## src/rtl/pipe_ctrl_pkg.sv

```systemverilog
// pipe_ctrl_pkg
// Shared types and constants for the pipeline stall/flush controller.
//   state_t      : controller FSM states (IDLE, MC_WAIT)
//   STL_*        : bit positions inside the 6-bit stall vector {wb,mem,ex,id,if,pc}
//   STALL_*      : the three stall vectors the controller ever drives
package pipe_ctrl_pkg;

  typedef enum logic [0:0] {
    IDLE    = 1'b0,
    MC_WAIT = 1'b1
  } state_t;

  localparam int STL_PC  = 0;
  localparam int STL_IF  = 1;
  localparam int STL_ID  = 2;
  localparam int STL_EX  = 3;
  localparam int STL_MEM = 4;
  localparam int STL_WB  = 5;

  localparam logic [5:0] STALL_NONE = 6'b000000;
  localparam logic [5:0] STALL_ID   = 6'b000111;
  localparam logic [5:0] STALL_EX   = 6'b001111;

endpackage

```

## src/rtl/pipe_ctrl_mc_cnt.sv

```systemverilog
// pipe_ctrl_mc_cnt
// Down-counter that tracks the remaining MC_WAIT cycles of a multicycle
// EX operation. Clear has priority over load, load over decrement.
// Ports:
//   clk, rst   : clock, asynchronous active-high reset
//   clr        : force the count to zero
//   load       : load load_val
//   load_val   : value loaded with load
//   dec        : decrement by one
//   last       : count currently equals 1 (final MC_WAIT cycle)
module pipe_ctrl_mc_cnt #(
  parameter int W = 6
) (
  input  logic         clk,
  input  logic         rst,
  input  logic         clr,
  input  logic         load,
  input  logic [W-1:0] load_val,
  input  logic         dec,
  output logic         last
);

  logic [W-1:0] cnt;

  // Counter register; the controller only decrements while cnt >= 1,
  // so the value never wraps below zero.
  always_ff @(posedge clk or posedge rst) begin
    if (rst) begin
      cnt <= '0;
    end else if (clr) begin
      cnt <= '0;
    end else if (load) begin
      cnt <= load_val;
    end else if (dec && (cnt != '0)) begin
      cnt <= cnt - W'(1);
    end
  end

  assign last = (cnt == W'(1));

endmodule

```

## src/rtl/pipe_ctrl.sv

```systemverilog
// pipe_ctrl
// Central stall/flush controller of the five-stage pipeline. Merges the ID
// load-use stall request with multicycle EX operations into one stall vector
// and converts taken branches / exceptions into flush pulses plus a PC redirect.
// Priority each cycle: exception > branch > multicycle > ID hazard.
// Ports:
//   clk, rst          : clock, asynchronous active-high reset
//   stallreq_id_i     : load-use hazard in ID (level)
//   mc_start_i        : EX starts a multicycle op (pulse)
//   mc_cycles_i       : total EX occupancy N of that op
//   branch_i          : taken branch/jump from EX
//   branch_target_i   : branch destination
//   excp_i            : precise exception from MEM
//   excp_vec_i        : exception handler address
//   stall_o           : {wb,mem,ex,id,if,pc} stall vector
//   flush_front_o     : clear if_id and id_ex
//   flush_all_o       : clear if_id, id_ex, ex_mem, mem_wb
//   pc_load_o         : PC loads new_pc_o at next edge
//   new_pc_o          : redirect address (0 when pc_load_o=0)
//   mc_busy_o         : multicycle stall in progress
//   mc_abort_o        : registered pulse, multicycle op killed by exception
//   stall_cnt_o       : (CTRL_PERF_CNT_EN only) cycles with any stall
//   flush_cnt_o       : (CTRL_PERF_CNT_EN only) cycles with flush_front_o
// Optional feature macro: CTRL_PERF_CNT_EN (performance counters).
`ifndef RegBus
`define RegBus 31:0
`endif
`ifndef ZeroWord
`define ZeroWord 32'h0000_0000
`endif

module pipe_ctrl
  import pipe_ctrl_pkg::*;
#(
  parameter int MC_CNT_W = 6
) (
  input  logic                clk,
  input  logic                rst,
  input  logic                stallreq_id_i,
  input  logic                mc_start_i,
  input  logic [MC_CNT_W-1:0] mc_cycles_i,
  input  logic                branch_i,
  input  logic [`RegBus]      branch_target_i,
  input  logic                excp_i,
  input  logic [`RegBus]      excp_vec_i,
  output logic [5:0]          stall_o,
  output logic                flush_front_o,
  output logic                flush_all_o,
  output logic                pc_load_o,
  output logic [`RegBus]      new_pc_o,
  output logic                mc_busy_o,
  output logic                mc_abort_o
`ifdef CTRL_PERF_CNT_EN
  ,
  output logic [31:0]         stall_cnt_o,
  output logic [31:0]         flush_cnt_o
`endif
);

  state_t state;
  state_t next_state;

  logic                cnt_clr;
  logic                cnt_load;
  logic                cnt_dec;
  logic [MC_CNT_W-1:0] cnt_load_val;
  logic                cnt_last;
  logic                abort_next;

  pipe_ctrl_mc_cnt #(
    .W(MC_CNT_W)
  ) u_mc_cnt (
    .clk      (clk),
    .rst      (rst),
    .clr      (cnt_clr),
    .load     (cnt_load),
    .load_val (cnt_load_val),
    .dec      (cnt_dec),
    .last     (cnt_last)
  );

  // State register and the registered abort pulse.
  always_ff @(posedge clk or posedge rst) begin
    if (rst) begin
      state      <= IDLE;
      mc_abort_o <= 1'b0;
    end else begin
      state      <= next_state;
      mc_abort_o <= abort_next;
    end
  end

  // Next-state and output decode. Outputs are forced to zero while rst is
  // high so the consuming registers see a quiet controller during reset.
  // The start cycle of a multicycle op already stalls, so MC_WAIT only has
  // to cover the remaining N-2 cycles; N<=2 never leaves IDLE.
  always_comb begin
    next_state    = state;
    stall_o       = STALL_NONE;
    flush_front_o = 1'b0;
    flush_all_o   = 1'b0;
    pc_load_o     = 1'b0;
    new_pc_o      = `ZeroWord;
    mc_busy_o     = 1'b0;
    cnt_clr       = 1'b0;
    cnt_load      = 1'b0;
    cnt_dec       = 1'b0;
    cnt_load_val  = mc_cycles_i - MC_CNT_W'(2);
    abort_next    = 1'b0;

    if (rst) begin
      next_state = IDLE;
    end else if (excp_i) begin
      flush_all_o   = 1'b1;
      flush_front_o = 1'b1;
      pc_load_o     = 1'b1;
      new_pc_o      = excp_vec_i;
      next_state    = IDLE;
      cnt_clr       = 1'b1;
      abort_next    = (state == MC_WAIT) || mc_start_i;
    end else if (branch_i && (state == IDLE)) begin
      flush_front_o = 1'b1;
      pc_load_o     = 1'b1;
      new_pc_o      = branch_target_i;
    end else if (state == MC_WAIT) begin
      stall_o   = STALL_EX;
      mc_busy_o = 1'b1;
      cnt_dec   = 1'b1;
      if (cnt_last) begin
        next_state = IDLE;
      end
    end else if (mc_start_i) begin
      if (mc_cycles_i >= MC_CNT_W'(2)) begin
        stall_o   = STALL_EX;
        mc_busy_o = 1'b1;
      end
      if (mc_cycles_i >= MC_CNT_W'(3)) begin
        cnt_load   = 1'b1;
        next_state = MC_WAIT;
      end
    end else if (stallreq_id_i) begin
      stall_o = STALL_ID;
    end
  end

`ifdef CTRL_PERF_CNT_EN
  // Free-running event counters, wrapping modulo 2^32.
  always_ff @(posedge clk or posedge rst) begin
    if (rst) begin
      stall_cnt_o <= 32'd0;
      flush_cnt_o <= 32'd0;
    end else begin
      if (stall_o != STALL_NONE) begin
        stall_cnt_o <= stall_cnt_o + 32'd1;
      end
      if (flush_front_o) begin
        flush_cnt_o <= flush_cnt_o + 32'd1;
      end
    end
  end
`endif

endmodule

```

## config.mk

```make
export PLATFORM = sky130hd
export DESIGN_NAME = pipe_ctrl
export DESIGN_NICKNAME = d
export VERILOG_FILES = /design/src/rtl/pipe_ctrl_pkg.sv /design/src/rtl/pipe_ctrl_mc_cnt.sv /design/src/rtl/pipe_ctrl.sv
export SDC_FILE = /design/constraint.sdc
export NUM_CORES = 1
export LEC_CHECK = 0
export ABC_AREA = 1
export BUFFER_PORTS_ARGS = -buffer_cell sky130_fd_sc_hd__buf_2
export CAP_MARGIN = 20
export CORE_MARGIN = 2
export CORE_UTILIZATION = 36
export DETAILED_ROUTE_END_ITERATION = 16
export GPL_ROUTABILITY_DRIVEN = 0
export PLACE_DENSITY = 0.84
export SLEW_MARGIN = 20
export SYNTH_ARGS = -nofsm -noshare
export SYNTH_HDL_FRONTEND = slang
export SYNTH_SLANG_ARGS = --single-unit
```

## constraint.sdc

```tcl
create_clock -name clk -period 1.8 [get_ports clk]
set_input_delay 0.09 -clock clk [delete_from_list [all_inputs] [get_ports clk]]
set_output_delay 0.09 -clock clk [all_outputs]
set_load 0.02 [all_outputs]
```

==> impl_metrics.csv <==
group,metric,value,unit
synthesis,synth.area.mux_share,0,
global_route,first_global_vias,1500,
worst_setup_path,worstPathCellList,"inv_2 > nand2_2 > nand2_2 > or2_2 > o22ai_2 > buf_2",
cells_and_area,drive_above_1_share,0.495,
synthesis,postSynthCellCount,167,
worst_setup_path,cp.required,1710,ps
worst_setup_path,start_kind,"flop",
cells_and_area,layout.filler_cells,287,
routing,detail_route.drc_violations,0,
floorplan,die_area,3710,um^2
run_status,run_status,"finished, final reports clean",
clock_tree,clock-sinks,8,
timing,finalClockSkew,0.666,ps
cells_and_area,antenna_diode_instance_count,0,
clock_tree,clock_tree_from_tritoncts,"yes",
timing,setup_repair_after_global_routing_missed_its_margin,"false",
timing,final.setup.tns,0,ps
clock_tree,cts-htree-levels,1,
timing,final-hold-violation-count,0,
clock_tree,cts-buffers-inserted,3,
cells_and_area,area.growth.synth_to_final,53.5,%
power,ir_drop,0.190,mV
worst_setup_path,worst-path-buf-inv,2,
placement,placedCellCount,317,
worst_setup_path,path_max_fanout,5,
hold_path,hold_path.class,"in -> reg",
routing,final_antenna_net_count,0,
placement,postPlaceCellArea,1750,um^2
routing,detailedRoute.firstPassIterationCount,4,
routing,avgRoutedWirePerCell,14.0,um
timing,setup_violations,0,
global_route,antenna_found_initial,0,
synthesis,post_syn_area_per_cell,6.98,um^2
floorplan,rows,20,
timing,finalCriticalPeriod,1690,ps
worst_setup_path,max_stage_delay,430,ps
routing,finalWirelength,4490,um
cells_and_area,seq_area,200,um^2
clock_tree,clkTransAtPathRegs,50,ps
floorplan,design.portCount,119,
global_route,grt_usage,0.229,
clock_tree,post_cts_buffers,0,
power,pwr_density_cell,550,nW/um^2
synthesis,synth.yosys.seq_area_share,0.172,
timing,layout_worst_path_cycle_share,0.938,
routing,viasPerCell,5.15,
floorplan,die-height,60.9,um
power,power_leakage,1.04,nW
synthesis,synthSimpleGateAreaFrac,0.306,
placement,post-dp-hpwl,3780,um
cells_and_area,multiInputGateArea,813,um^2
synthesis,synthDistinctLibCells,26,
global_route,grt_pass1_wl,6400,um
clock_tree,cts_root_buffer,"sky130_fd_sc_hd__clkbuf_4",
synthesis,yosys.area_share.xor_xnor,0.0150,
timing,final.setup.worst_slack,111,ps
worst_setup_path,timing.critical_path.max_delay_family,"simple AND/OR/NAND/NOR gates",
synthesis,syn-cell-area,1170,um^2
synthesis,synth_compound_area_frac,0.322,
clock_tree,clk_latency,250,ps
flow_run,maxCapViolations,0,
routing,num_vias,1652,
timing,fmax,592,MHz
worst_setup_path,timing.critical_path.mode_cell,"sky130_fd_sc_hd__nand2_2",
synthesis,synth_seq_cells,8,
worst_setup_path,worst-setup-path-type,"reg -> out",
worst_setup_path,cpMaxStageDelayCell,"sky130_fd_sc_hd__dfrtp_1",
cells_and_area,nets,359,
floorplan,fp.coreArea,3080,um^2
floorplan,die_w,60.9,um
routing,detail_route.iter0.violations,119,
timing,holdWs,166,ps
synthesis,synthAdderAreaFrac,0.0429,
floorplan,floorplan.initialDensity,0.379,
cells_and_area,design_area,1790,um^2
cells_and_area,post_route_insts_no_fill,321,
worst_setup_path,setup.worst_path.end_class,"output port",
timing,maxSlewViolCount,0,
clock_tree,max-clock-path-buffers,2,
worst_setup_path,worstPathArrival,1600,ps
synthesis,synth_top_family_by_area,"compound AO/OA/AOI/OAI gates",
placement,place_ws,333,ps
global_route,total_overflow_reported_by_the_global_router,0,
synthesis,ys.warnings.count,0,
placement,port-buffer-count,116,
global_route,grt_max_degree,33,
==> path summary, 6_finish.rpt <==
| path | start | to | slack, ps | cells past startpoint |
|---|---|---|---|---|
| max | state | stall_o[1] | 110 | 6 |
| min | mc_start_i | mc_abort_o | 170 | 3 |
| max reg2reg | u_mc_cnt.cnt[0] | u_mc_cnt.cnt[2] | 330 | 7 |
| min reg2reg | u_mc_cnt.cnt[0] | u_mc_cnt.cnt[0] | 600 | 2 |
| max in group asynchronous | rst | mc_abort_o | 1140 | 3 |
| min in group asynchronous | rst | u_mc_cnt.cnt[1] | 420 | 3 |
==> layout make-up <==
class                   count  share of cell area
repair buffers            122               0.353
flip-flops and latches      8               0.112
clock buffers               3              0.0126
well taps                  44              0.0307
inverters                  18              0.0377
multi-input cells         126               0.454
==> routing by layer <==
| layer | track usage | routed length [um] | up-vias |
|---|---|---|---|
| met5 | 0 | 0 | - |
| met4 | 0.0745 | 40 | 0 |
| met3 | 0.0426 | 299 | 4 |
| met2 | 0.410 | 2480 | 67 |
| met1 | 0.273 | 1670 | 758 |
| li1 | - | - | 823 |
==> synthesized netlist by cell type <==
master / n / area [um^2]
sky130_fd_sc_hd__nand2_1: 39 / 146
sky130_fd_sc_hd__nor3_1: 1 / 5.00
sky130_fd_sc_hd__buf_2: 4 / 20.0
sky130_fd_sc_hd__buf_6: 1 / 11.3
sky130_fd_sc_hd__dfrtp_1: 8 / 200
sky130_fd_sc_hd__clkbuf_1: 5 / 18.8
sky130_fd_sc_hd__nor2_4: 1 / 11.3
sky130_fd_sc_hd__a21oi_4: 1 / 16.3
sky130_fd_sc_hd__nand3_1: 11 / 55.1
sky130_fd_sc_hd__nor2_1: 12 / 45.0
sky130_fd_sc_hd__nor2_2: 3 / 18.8
sky130_fd_sc_hd__nand4_1: 8 / 50.1
sky130_fd_sc_hd__o22ai_1: 1 / 6.26
sky130_fd_sc_hd__xnor2_1: 1 / 8.76
sky130_fd_sc_hd__inv_2: 1 / 3.75
sky130_fd_sc_hd__o21ai_0: 2 / 10.0
sky130_fd_sc_hd__nand2_2: 3 / 18.8
sky130_fd_sc_hd__o21ai_2: 2 / 17.5
sky130_fd_sc_hd__conb_1: 1 / 3.75
sky130_fd_sc_hd__a32o_1: 32 / 320
sky130_fd_sc_hd__inv_1: 17 / 63.8
sky130_fd_sc_hd__buf_4: 6 / 45.0
sky130_fd_sc_hd__or2_2: 1 / 6.26
sky130_fd_sc_hd__xor2_1: 1 / 8.76
sky130_fd_sc_hd__ha_1: 4 / 50.1
sky130_fd_sc_hd__a21oi_1: 1 / 5.00
==> cell usage in the layout (no fill, tap or decap) <==
| cell | netlist | layout |
|---|---|---|
| sky130_fd_sc_hd__buf_2 | 4 | 116 |
| sky130_fd_sc_hd__nand2_1 | 39 | 39 |
| sky130_fd_sc_hd__a32o_1 | 32 | 32 |
| sky130_fd_sc_hd__inv_1 | 17 | 17 |
| sky130_fd_sc_hd__nor2_1 | 12 | 12 |
| sky130_fd_sc_hd__nand3_1 | 11 | 11 |
| sky130_fd_sc_hd__nand4_1 | 8 | 8 |
| sky130_fd_sc_hd__dfrtp_1 | 8 | 8 |
| sky130_fd_sc_hd__ha_1 | 4 | 4 |
| sky130_fd_sc_hd__buf_4 | 6 | 4 |
| sky130_fd_sc_hd__nand2_2 | 3 | 3 |
| sky130_fd_sc_hd__nor2_2 | 3 | 3 |
| sky130_fd_sc_hd__clkbuf_4 | 0 | 3 |
| sky130_fd_sc_hd__o21ai_2 | 2 | 2 |
| sky130_fd_sc_hd__o21ai_0 | 2 | 2 |
| sky130_fd_sc_hd__conb_1 | 1 | 2 |
| sky130_fd_sc_hd__xnor2_1 | 1 | 1 |
| sky130_fd_sc_hd__inv_2 | 1 | 1 |
| sky130_fd_sc_hd__nor2_4 | 1 | 1 |
| sky130_fd_sc_hd__a21oi_4 | 1 | 1 |
| sky130_fd_sc_hd__or2_2 | 1 | 1 |
| sky130_fd_sc_hd__nor3_1 | 1 | 1 |
| sky130_fd_sc_hd__o22ai_2 | 0 | 1 |
| sky130_fd_sc_hd__a21oi_1 | 1 | 1 |
| sky130_fd_sc_hd__xor2_1 | 1 | 1 |
| sky130_fd_sc_hd__dlygate4sd3_1 | 0 | 1 |
| sky130_fd_sc_hd__buf_6 | 1 | 1 |
==> report_power, final <==
part / switching (mW) / internal (mW)
clock: 0.0573 / 0.0761
combinational: 0.355 / 0.257
sequential: 0.0323 / 0.207
total: 0.445 / 0.541
==> tightest hold or removal path: cells and delay by family <==
kind	cells	cell delay [ps]
and+or+nand+nor	2	180
buffers and inverters	1	100
==> logic make-up (layout without fill, tap and decap cells) <==
group                    count (synthesis)  count (layout)
adder cells (fa/ha/maj)                  4               4
buffers and inverters                   34             143
AO/OA/AOI/OAI                           39              39
other                                    1               2
flip-flops                               8               8
XOR/XNOR                                 2               2
AND/OR/NAND/NOR                         79              79
==> what timing repair did <==
action                                 in CTS  in global routing
endpoints found under the hold margin       8                  0
setup endpoints to repair                   0                  7
resized for setup                           0                  2
hold buffers                                1                  0
==> per-stage QoR <==
stage | util | power, mW
CTS | 0.578 | 0.987
global route | 0.582 | 1.07
global placement | 0.568 | 0.830
floorplan | - | 0.633
detailed placement | 0.568 | 0.846
finish | 0.582 | 0.985
==> state kept, by name, indices dropped and copies added, names as in the netlist <==
name and count:
mc_abort_o 1, state 1, u_mc_cnt.cnt 6
(Power assumes the default switching activity.)
